[src/rtl/accel_config_issuer_if.sv]
// Descriptor handshake bundle between the layer-list controller and the
// Accel configuration issuer.
interface accel_config_issuer_if;
  logic        desc_valid;
  logic        desc_ready;
  logic [7:0]  desc_image_dim;
  logic [8:0]  desc_image_depth;
  logic [19:0] desc_image_offset;
  logic [19:0] desc_filter_offset;
  logic [19:0] desc_output_offset;
  logic [1:0]  desc_filter_halfsize;
  logic [2:0]  desc_filter_stride;
  logic [12:0] desc_filter_length;
  logic [17:0] desc_filter_bias;
  logic [18:0] desc_interrupt;

  modport master (
    output desc_valid,
    output desc_image_dim,
    output desc_image_depth,
    output desc_image_offset,
    output desc_filter_offset,
    output desc_output_offset,
    output desc_filter_halfsize,
    output desc_filter_stride,
    output desc_filter_length,
    output desc_filter_bias,
    output desc_interrupt,
    input  desc_ready
  );

  modport slave (
    input  desc_valid,
    input  desc_image_dim,
    input  desc_image_depth,
    input  desc_image_offset,
    input  desc_filter_offset,
    input  desc_output_offset,
    input  desc_filter_halfsize,
    input  desc_filter_stride,
    input  desc_filter_length,
    input  desc_filter_bias,
    input  desc_interrupt,
    output desc_ready
  );
endinterface

[src/rtl/accel_config_issuer.sv]
// Sequencer that resets Accel, streams ten config writes plus a trigger,
// then waits for accel_done (or a timeout) and reports completion.
module accel_config_issuer #(
  parameter int DONE_GUARD     = 2,
  parameter int TIMEOUT_CYCLES = 0
) (
  input  logic                        clk,
  input  logic                        rst,
  accel_config_issuer_if.slave        desc,
  input  logic                        abort,
  input  logic                        accel_done,
  output logic [31:0]                 instruction,
  output logic                        accel_rst_ext,
  output logic                        busy,
  output logic                        layer_done,
  output logic                        layer_error
);

  localparam logic [31:0] NOP = 32'h0000_0013;
  localparam logic [23:0] G_LAST = 24'(DONE_GUARD - 1);
  localparam logic [23:0] TO = 24'(TIMEOUT_CYCLES);

  typedef enum logic [2:0] {
    IDLE, RST, CFG, TRIG, GUARD, WAIT
  } state_t;

  typedef struct packed {
    logic [7:0]  dim;
    logic [8:0]  depth;
    logic [19:0] img;
    logic [19:0] flt;
    logic [19:0] outp;
    logic [1:0]  half;
    logic [2:0]  stride;
    logic [12:0] len;
    logic [17:0] bias;
    logic [18:0] intr;
  } desc_t;

  state_t      state;
  desc_t       d;
  logic [3:0]  idx;
  logic [3:0]  sel;
  logic [19:0] imm;
  logic [23:0] cnt;
  logic [23:0] cnt_nx;

  function automatic logic [31:0] enc(
    input logic [4:0]  rd,
    input logic [19:0] val
  );
    return {val, rd, 7'b0001011};
  endfunction

  // sel is the index of the write being placed on the bus at this edge
  assign sel    = (state == CFG) ? idx + 4'd1 : 4'd0;
  assign cnt_nx = cnt + 24'd1;

  always_comb begin
    imm = '0;
    case (sel)
      4'd0:    imm = {12'd0, d.dim};
      4'd1:    imm = {11'd0, d.depth};
      4'd2:    imm = d.img;
      4'd3:    imm = d.flt;
      4'd4:    imm = d.outp;
      4'd5:    imm = {18'd0, d.half};
      4'd6:    imm = {17'd0, d.stride};
      4'd7:    imm = {7'd0, d.len};
      4'd8:    imm = {2'd0, d.bias};
      4'd9:    imm = {1'b0, d.intr};
      default: imm = '0;
    endcase
  end

  always_ff @(posedge clk or negedge rst) begin
    if (!rst) begin
      state           <= IDLE;
      d               <= '0;
      idx             <= '0;
      cnt             <= '0;
      instruction     <= NOP;
      accel_rst_ext   <= 1'b1;
      desc.desc_ready <= 1'b0;
      busy            <= 1'b0;
      layer_done      <= 1'b0;
      layer_error     <= 1'b0;
    end else begin
      instruction   <= NOP;
      accel_rst_ext <= 1'b0;
      layer_done    <= 1'b0;
      layer_error   <= 1'b0;
      if (state != IDLE && abort) begin
        state           <= IDLE;
        accel_rst_ext   <= 1'b1;
        busy            <= 1'b0;
        desc.desc_ready <= 1'b0;
      end else begin
        unique case (state)
          IDLE: begin
            desc.desc_ready <= 1'b1;
            busy            <= 1'b0;
            if (desc.desc_valid && desc.desc_ready) begin
              d <= '{
                dim:    desc.desc_image_dim,
                depth:  desc.desc_image_depth,
                img:    desc.desc_image_offset,
                flt:    desc.desc_filter_offset,
                outp:   desc.desc_output_offset,
                half:   desc.desc_filter_halfsize,
                stride: desc.desc_filter_stride,
                len:    desc.desc_filter_length,
                bias:   desc.desc_filter_bias,
                intr:   desc.desc_interrupt
              };
              state           <= RST;
              desc.desc_ready <= 1'b0;
              busy            <= 1'b1;
              accel_rst_ext   <= 1'b1;
            end
          end
          RST: begin
            state       <= CFG;
            idx         <= 4'd0;
            instruction <= enc({1'b0, sel}, imm);
          end
          CFG: begin
            if (idx == 4'd9) begin
              state       <= TRIG;
              instruction <= enc(5'h1F, 20'd0);
            end else begin
              idx         <= sel;
              instruction <= enc({1'b0, sel}, imm);
            end
          end
          TRIG: begin
            state <= GUARD;
            cnt   <= '0;
          end
          GUARD: begin
            if (cnt == G_LAST) begin
              state <= WAIT;
              cnt   <= '0;
            end else begin
              cnt <= cnt_nx;
            end
          end
          WAIT: begin
            cnt <= cnt_nx;
            if (accel_done) begin
              state      <= IDLE;
              busy       <= 1'b0;
              layer_done <= 1'b1;
            end else if (TO != 24'd0 && cnt_nx >= TO) begin
              state         <= IDLE;
              busy          <= 1'b0;
              layer_done    <= 1'b1;
              layer_error   <= 1'b1;
              accel_rst_ext <= 1'b1;
            end
          end
          default: state <= IDLE;
        endcase
      end
    end
  end

endmodule

[src/flat_wrapper.sv]
// flat-port wrapper written by rule: the top's interface ports become plain ports
module accel_config_issuer_flat 
#(
  parameter int DONE_GUARD     = 2,
  parameter int TIMEOUT_CYCLES = 0
)
  (clk, rst, abort, accel_done, instruction, accel_rst_ext, busy, layer_done, layer_error, desc_desc_valid, desc_desc_image_dim, desc_desc_image_depth, desc_desc_image_offset, desc_desc_filter_offset, desc_desc_output_offset, desc_desc_filter_halfsize, desc_desc_filter_stride, desc_desc_filter_length, desc_desc_filter_bias, desc_desc_interrupt, desc_desc_ready);
  accel_config_issuer_if desc_i ();
  input  logic clk;
  input  logic rst;
  input  logic abort;
  input  logic accel_done;
  output logic [31:0] instruction;
  output logic accel_rst_ext;
  output logic busy;
  output logic layer_done;
  output logic layer_error;
  input wire logic [$bits(desc_i.desc_valid)-1:0] desc_desc_valid;
  input wire logic [$bits(desc_i.desc_image_dim)-1:0] desc_desc_image_dim;
  input wire logic [$bits(desc_i.desc_image_depth)-1:0] desc_desc_image_depth;
  input wire logic [$bits(desc_i.desc_image_offset)-1:0] desc_desc_image_offset;
  input wire logic [$bits(desc_i.desc_filter_offset)-1:0] desc_desc_filter_offset;
  input wire logic [$bits(desc_i.desc_output_offset)-1:0] desc_desc_output_offset;
  input wire logic [$bits(desc_i.desc_filter_halfsize)-1:0] desc_desc_filter_halfsize;
  input wire logic [$bits(desc_i.desc_filter_stride)-1:0] desc_desc_filter_stride;
  input wire logic [$bits(desc_i.desc_filter_length)-1:0] desc_desc_filter_length;
  input wire logic [$bits(desc_i.desc_filter_bias)-1:0] desc_desc_filter_bias;
  input wire logic [$bits(desc_i.desc_interrupt)-1:0] desc_desc_interrupt;
  output wire logic [$bits(desc_i.desc_ready)-1:0] desc_desc_ready;
  assign desc_i.desc_valid = desc_desc_valid;
  assign desc_i.desc_image_dim = desc_desc_image_dim;
  assign desc_i.desc_image_depth = desc_desc_image_depth;
  assign desc_i.desc_image_offset = desc_desc_image_offset;
  assign desc_i.desc_filter_offset = desc_desc_filter_offset;
  assign desc_i.desc_output_offset = desc_desc_output_offset;
  assign desc_i.desc_filter_halfsize = desc_desc_filter_halfsize;
  assign desc_i.desc_filter_stride = desc_desc_filter_stride;
  assign desc_i.desc_filter_length = desc_desc_filter_length;
  assign desc_i.desc_filter_bias = desc_desc_filter_bias;
  assign desc_i.desc_interrupt = desc_desc_interrupt;
  assign desc_desc_ready = desc_i.desc_ready;
  accel_config_issuer #(.DONE_GUARD(DONE_GUARD), .TIMEOUT_CYCLES(TIMEOUT_CYCLES)) u_core (.clk(clk), .rst(rst), .desc(desc_i), .abort(abort), .accel_done(accel_done), .instruction(instruction), .accel_rst_ext(accel_rst_ext), .busy(busy), .layer_done(layer_done), .layer_error(layer_error));
endmodule
[config.mk]
export PLATFORM = sky130hd
export DESIGN_NAME = accel_config_issuer_flat
export DESIGN_NICKNAME = d
export VERILOG_FILES = /design/src/rtl/accel_config_issuer_if.sv /design/src/rtl/accel_config_issuer.sv /design/src/flat_wrapper.sv
export SDC_FILE = /design/constraint.sdc
export NUM_CORES = 1
export LEC_CHECK = 0
export CORE_MARGIN = 2
export CORE_UTILIZATION = 50
export DETAILED_ROUTE_END_ITERATION = 10
export PLACE_DENSITY = 0.8
export SLEW_MARGIN = 20
export SYNTH_ARGS = -nofsm -noshare
export SYNTH_HDL_FRONTEND = slang
export SYNTH_SLANG_ARGS = --single-unit
export TNS_END_PERCENT = 20
[constraint.sdc]
create_clock -name clk -period 2.5 [get_ports clk]
set_clock_uncertainty 0.15 [all_clocks]
set_input_delay 0.5 -clock clk [delete_from_list [all_inputs] [get_ports clk]]
set_output_delay 0.5 -clock clk [all_outputs]
set_load 0.02 [all_outputs]
### After elaboration in Yosys (flattened, before gate mapping)

Cells that the tools add are included.

| word-level totals | value |
|---|---|
| register bits | 199 |
| word-level logic and storage cells | 83 |

| operators by class | value |
|---|---|
| $add $sub $neg | 2 |
| eq/ne operators | 21 |
| multiplexer cells | 27 |
| bitwise gates (word level) | 1 |
| reduce and logical (&&, ||, !) cells | 14 |

Operators by type and width:

| kind | number |
|---|---|
| 20-bit one-hot mux with 10 select lines | 1 |
| 24-bit one-hot mux with 3 select lines | 1 |
| 32-bit two-way mux | 2 |
| 32-bit one-hot mux with 2 select lines | 1 |
| 24-bit by 1-bit adder with 24-bit output, second input constant | 1 |
| 24-bit by 1-bit == test with 1-bit output, second input constant | 1 |
| 24-bit two-way mux | 1 |
| 3-bit one-hot mux with 6 select lines | 1 |
| 4-bit by 3-bit == test with 1-bit output, second input constant | 4 |
| 3-bit two-way mux | 5 |
| 4-bit == test, second input constant | 3 |
| 1-bit two-way mux | 11 |
| 3-bit nonzero test | 3 |
| 4-bit by 2-bit == test with 1-bit output, second input constant | 2 |
| 4-bit two-way mux | 2 |
| 4-bit one-hot mux with 2 select lines | 1 |
| 3-bit by 2-bit == test with 1-bit output, second input constant | 2 |
| 3-bit == test, second input constant | 2 |
| 3-bit by 1-bit != test with 1-bit output, second input constant | 2 |
| 3-bit AND reduction | 2 |
| 4-bit by 1-bit adder with 4-bit output, second input constant | 1 |
| 4-bit by 1-bit == test with 1-bit output, second input constant | 1 |
| 4-bit zero test | 1 |
| 2-bit AND reduction | 2 |
| other kinds (10) | 12 |

### Longest topological paths before layout

| depth | value |
|---|---|
| depth after elaboration | 7 |
| gate-level depth with buffers | 9 |

### Least setup slack after synthesis

OpenSTA, ideal clock, no wires.

| path | value |
|---|---|
| path type | register to register |
| from | register u_core.idx[1] |
| to | register u_core.instruction[20] |
| arrival | 1,983 ps |
| data required time | 2,216 ps |
| setup slack | 233 ps |
| stages on the path, launching flop included | 9 |
| path buffers | 3 |
| cell sequence | dfrtp_1 inv_1 ha_1 clkbuf_1 buf_2 clkbuf_1 o21ai_0 a222oi_1 a21oi_1 |

| between the ends | value |
|---|---|
| longest elaborated chain between the ends | 7 |
| elaborated cells between the ends (all ways) | 17 |

RTL lines:

| element | line | source |
|---|---|---|
| start, declared | accel_config_issuer.sv:42 | `logic [3:0] idx;` |
| start signal, assigned | accel_config_issuer.sv:132 | `idx <= sel;` |
| 4-bit by 1-bit adder with 4-bit output | accel_config_issuer.sv:56 | `assign sel = (state == CFG) ? idx + 4'd1 : 4'd0;` |
| 4-bit two-way mux | accel_config_issuer.sv:56 |  |
| 4-bit == test (tied with other cells) | accel_config_issuer.sv:61 | `case (sel)` |
| 20-bit one-hot mux with 10 select lines | accel_config_issuer.sv:61 |  |
| 32-bit two-way mux | accel_config_issuer.sv:128 | `if (idx == 4'd9) begin` |
| 32-bit one-hot mux with 2 select lines * | accel_config_issuer.sv:99 | `unique case (state)` |
| 32-bit two-way mux * | accel_config_issuer.sv:93 | `if (state != IDLE && abort) begin` |
| end signal, assigned | accel_config_issuer.sv:125 | `instruction <= enc({1'b0, sel}, imm);` |
| end signal, assigned | accel_config_issuer.sv:130 | `instruction <= enc(5'h1F, 20'd0);` |
| end signal, assigned | accel_config_issuer.sv:133 | `instruction <= enc({1'b0, sel}, imm);` |
| end, declared | accel_config_issuer.sv:12 | `output logic [31:0] instruction,` |

Every way passes the cells marked *; elsewhere a longest branch is shown, timed or not.
A chain may end at the register's enable or synchronous reset.

### Worst setup path in the final report

| path | value |
|---|---|
| from | register u_core.idx[1] |
| to | register u_core.instruction[17] |

The elaborated chain is that of the path after synthesis.

==> results.md <==
- Post-placement cell area: 0.01096 mm²
- Total GRT Usage: 0.2453
- Syn Area/Cell: 12.70 µm²
- TritonCTS clock tree: done
- Slew Limit Fails: 0
- Gr ovfl total: 0
- Crit path DAT: 2.52 ns
- Antenna diode count: 0
- CP Max Fanout: 24
- WL/cell: 19.85 µm
- Final HPWL DP: 15.54 mm
- FF/Latch Area: 0.004857 mm²
- PwrDens: 1061 mW/mm²
- P_leak: 0.004834 µW
- YS warnings: 0
- Final std cells w/o fill: 1,114
- Fin nets: 1,018
- Die area: 0.01857 mm²
- Post-synth EDFFs: 0
- Slew HR: 0.6075
- Layout area overhead: 31.98%
- Ys async rst share: 1.000
- Vias in the first global route: 6,528
- Final Instance Area: 0.01154 mm²
- DRT Pass-1 Iters: 5
- Ys flop type: dfrtp_1
- Top-area cell type share of the netlist area: 0.5493
- Post-DR vias/cell: 5.759
- Final Cycle Share: 0.9236
- RSZ-0062 raised after global routing: false
- Crit start category: flip-flop
- CTS root buf: clkbuf_16
- Core footprint: 0.01718 mm²
- Post-layout util: 0.6721
- Initial Util: 0.5093
- Global-route wire length before repair: 34.51 mm
- Placed cell count: 1,082
- Status: finished, final reports clean
- Worst skew pair latency: 0.44 ns
- Max cap viols: 0
- Worst Max-Slew Pin Slew: 0.5867 ns
- Die Wd: 136.3 µm
- DRC violations left: 0
- Share of layout cells above drive strength 1: 0.2587
- Fillers: 1,256
- #FFs+latches synth: 194
- Post-synthesis instance total: 689
- Multi-input logic area: 0.003638 mm²
- Initial antenna violation count: 0
- Vias: 6,415
- Post-route antenna net violation count: 0
- RePlAce Congestion: 0.8335
- Sequential share of the synthesized area: 0.5553
- CP Capture Type: flip-flop
- Pin count of the biggest net entering global routing: 65
- Synth unique cells: 56
- Final min period: 2.309 ns
- CTS Buffer Depth: 2
- Setup bufs post-CTS: 0
- Final wirelength: 22.12 mm
- Number of cell rows: 48
- Flop2flop setup slack: 0.19 ns
- Max Fclk: 433.1 MHz
- IO Port Bufs: 167
- Hold Path Class: flip-flop to flip-flop
- DRT iter0 DRCs: 509
- Worst Path Required: 2.72 ns
- Total Negative Setup Slacks: 0 ns
- Mapped cell area: 0.008747 mm²
- Clk pin slew, worst setup/hold paths: 0.07 ns
- Hold Vio Cnt, Final: 0
- Clk sinks: 194
- Cell taking the most area after synthesis: dfrtp_1
- Crit Path Class: flip-flop to flip-flop
- Setup-failing EPs final: 0
- Synth top area cells: dfrtp_1, mux2_2, nor2_1, xor2_1, a22oi_1
- H-tree levels: 4
- IO Count: 174
- Die height: 136.3 µm
- Num CTS Buffers: 17
- Maximum VDD drop: 641.2 µV
power by group:
| part | leakage [µW] | internal (µW) | switching, µW |
|---|---|---|---|
| Clock | 0.000287 | 1440 | 1250 |
| Combinational | 0.00215 | 2440 | 1970 |
| Sequential | 0.00240 | 4410 | 748 |
| Total | 0.00483 | 8280 | 3970 |
layout make-up:
cell class / count / area share
clock buffers: 18 / 0.03804
flip-flops and latches: 194 / 0.4207
multi-input cells: 447 / 0.3152
well taps: 225 / 0.02439
repair buffers: 210 / 0.1874
clock inverters: 13 / 0.01203
inverters: 7 / 0.002276
through the flow:
stage,hold slack [ns],power [µW],setup WS [ns]
3_3_place_gp,0.3272,9361,0.1663
6_report,0.3423,12250,0.1911
5_1_grt,0.3697,12930,0.03975
4_1_cts,0.3421,12300,0.1973
2_1_floorplan,0.05441,7962,0.2332
3_5_place_dp,0.3271,9541,0.1043
cell usage after synthesis (3+ instances only):
cell,n
and2_1,4
nand4_1,11
nand2_1,18
buf_2,18
dfrtp_1,192
a21o_1,3
a32oi_1,3
nor2_1,44
a22o_1,8
a31oi_1,7
o22ai_1,4
mux2i_1,5
xnor2_1,9
ha_1,4
buf_4,13
nor2b_1,4
inv_1,7
o21ai_0,15
clkbuf_1,10
nand3b_1,3
a21oi_1,25
and4_1,9
nor4_1,6
xor2_1,17
and3_1,16
a221oi_1,9
mux2_2,142
a222oi_1,8
a22oi_1,18
nand3_1,13
nor3_1,9
worst max-delay path, cell delays in order, from the launching register on:
cell and delay [ns]:
dfrtp_1 0.45, inv_1 0.09, ha_1 0.35, buf_12 0.19
nor2_1 0.42, a22oi_1 0.17, nor2_1 0.18, a221oi_1 0.09
a21oi_1 0.15
registers in the layout, summed over array words and instances, names as in the netlist:
signal                  cells
u_core.d                  132
u_core.instruction         27
u_core.cnt                 24
u_core.idx                  4
u_core.state                3
u_core.accel_rst_ext        1
u_core.busy                 1
u_core.desc.desc_ready      1
u_core.layer_done           1
per-layer routing:
metal | vias to the layer above | global-route usage | wire, µm
li1 | 2897 | - | -
met4 | 0 | 0.06887 | 377
met2 | 232 | 0.4026 | 10910
met1 | 3263 | 0.3235 | 9205
met5 | - | 0 | 0
met3 | 23 | 0.06339 | 1622
kinds of logic (layout without fill, tap and decap cells):
logic type | Yosys count | count (layout) | share of synthesized area
xor gates and xnor gates | 26 | 26 | 0.02603
buffers and inverters | 52 | 248 | 0.03219
AOI/OAI and AO/OA | 114 | 114 | 0.09355
other | 2 | 6 | 0.0008586
muxes | 148 | 148 | 0.1911
and+or+nand+nor | 149 | 149 | 0.09527
adders and majority gates | 4 | 4 | 0.005722
DFF | 194 | 194 | 0.5553
repair_timing:
action,CTS,global route
resized for setup,0,0
hold buffers,1,0
hold endpoints to repair,60,0
placed cells by master, fill, tap and decap left out, types with 3 or more instances in the layout:
cell,count
xor2_1,17
clkbuf_16,17
nand3b_1,3
and3_1,16
and2_1,4
inv_8,5
a31oi_1,7
nor3_1,9
clkdlybuf4s50_1,166
conb_1,6
buf_4,29
nor2b_1,4
ha_1,4
nand2_1,18
nor4_1,6
a21o_1,3
o22ai_1,4
a221oi_1,9
and4_1,9
buf_12,13
nand3_1,13
a32oi_1,3
nor2_1,43
a22oi_1,18
a222oi_1,8
a21oi_1,25
dfrtp_1,192
inv_1,7
inv_6,3
nand4_1,11
a22o_1,8
mux2_2,142
xnor2_1,9
mux2i_1,5
o21ai_0,15
path summary, 6_finish.rpt:
path / startpoint / end / cells after the start
min: u_core.busy$_DFFE_PN0P_ / u_core.busy$_DFFE_PN0P_ / 1
max: u_core.idx[1]$_DFFE_PN0P_ / u_core.instruction[17]$_DFF_PN0_ / 8
min in group asynchronous: rst / u_core.d[14]$_DFFE_PN0P_ / 2
min reg2reg: u_core.busy$_DFFE_PN0P_ / u_core.busy$_DFFE_PN0P_ / 1
max in group asynchronous: rst / u_core.instruction[4]$_DFF_PN1_ / 3
max reg2reg: u_core.idx[1]$_DFFE_PN0P_ / u_core.instruction[17]$_DFF_PN0_ / 8
Note: power is estimated with default switching activity, not from simulation.
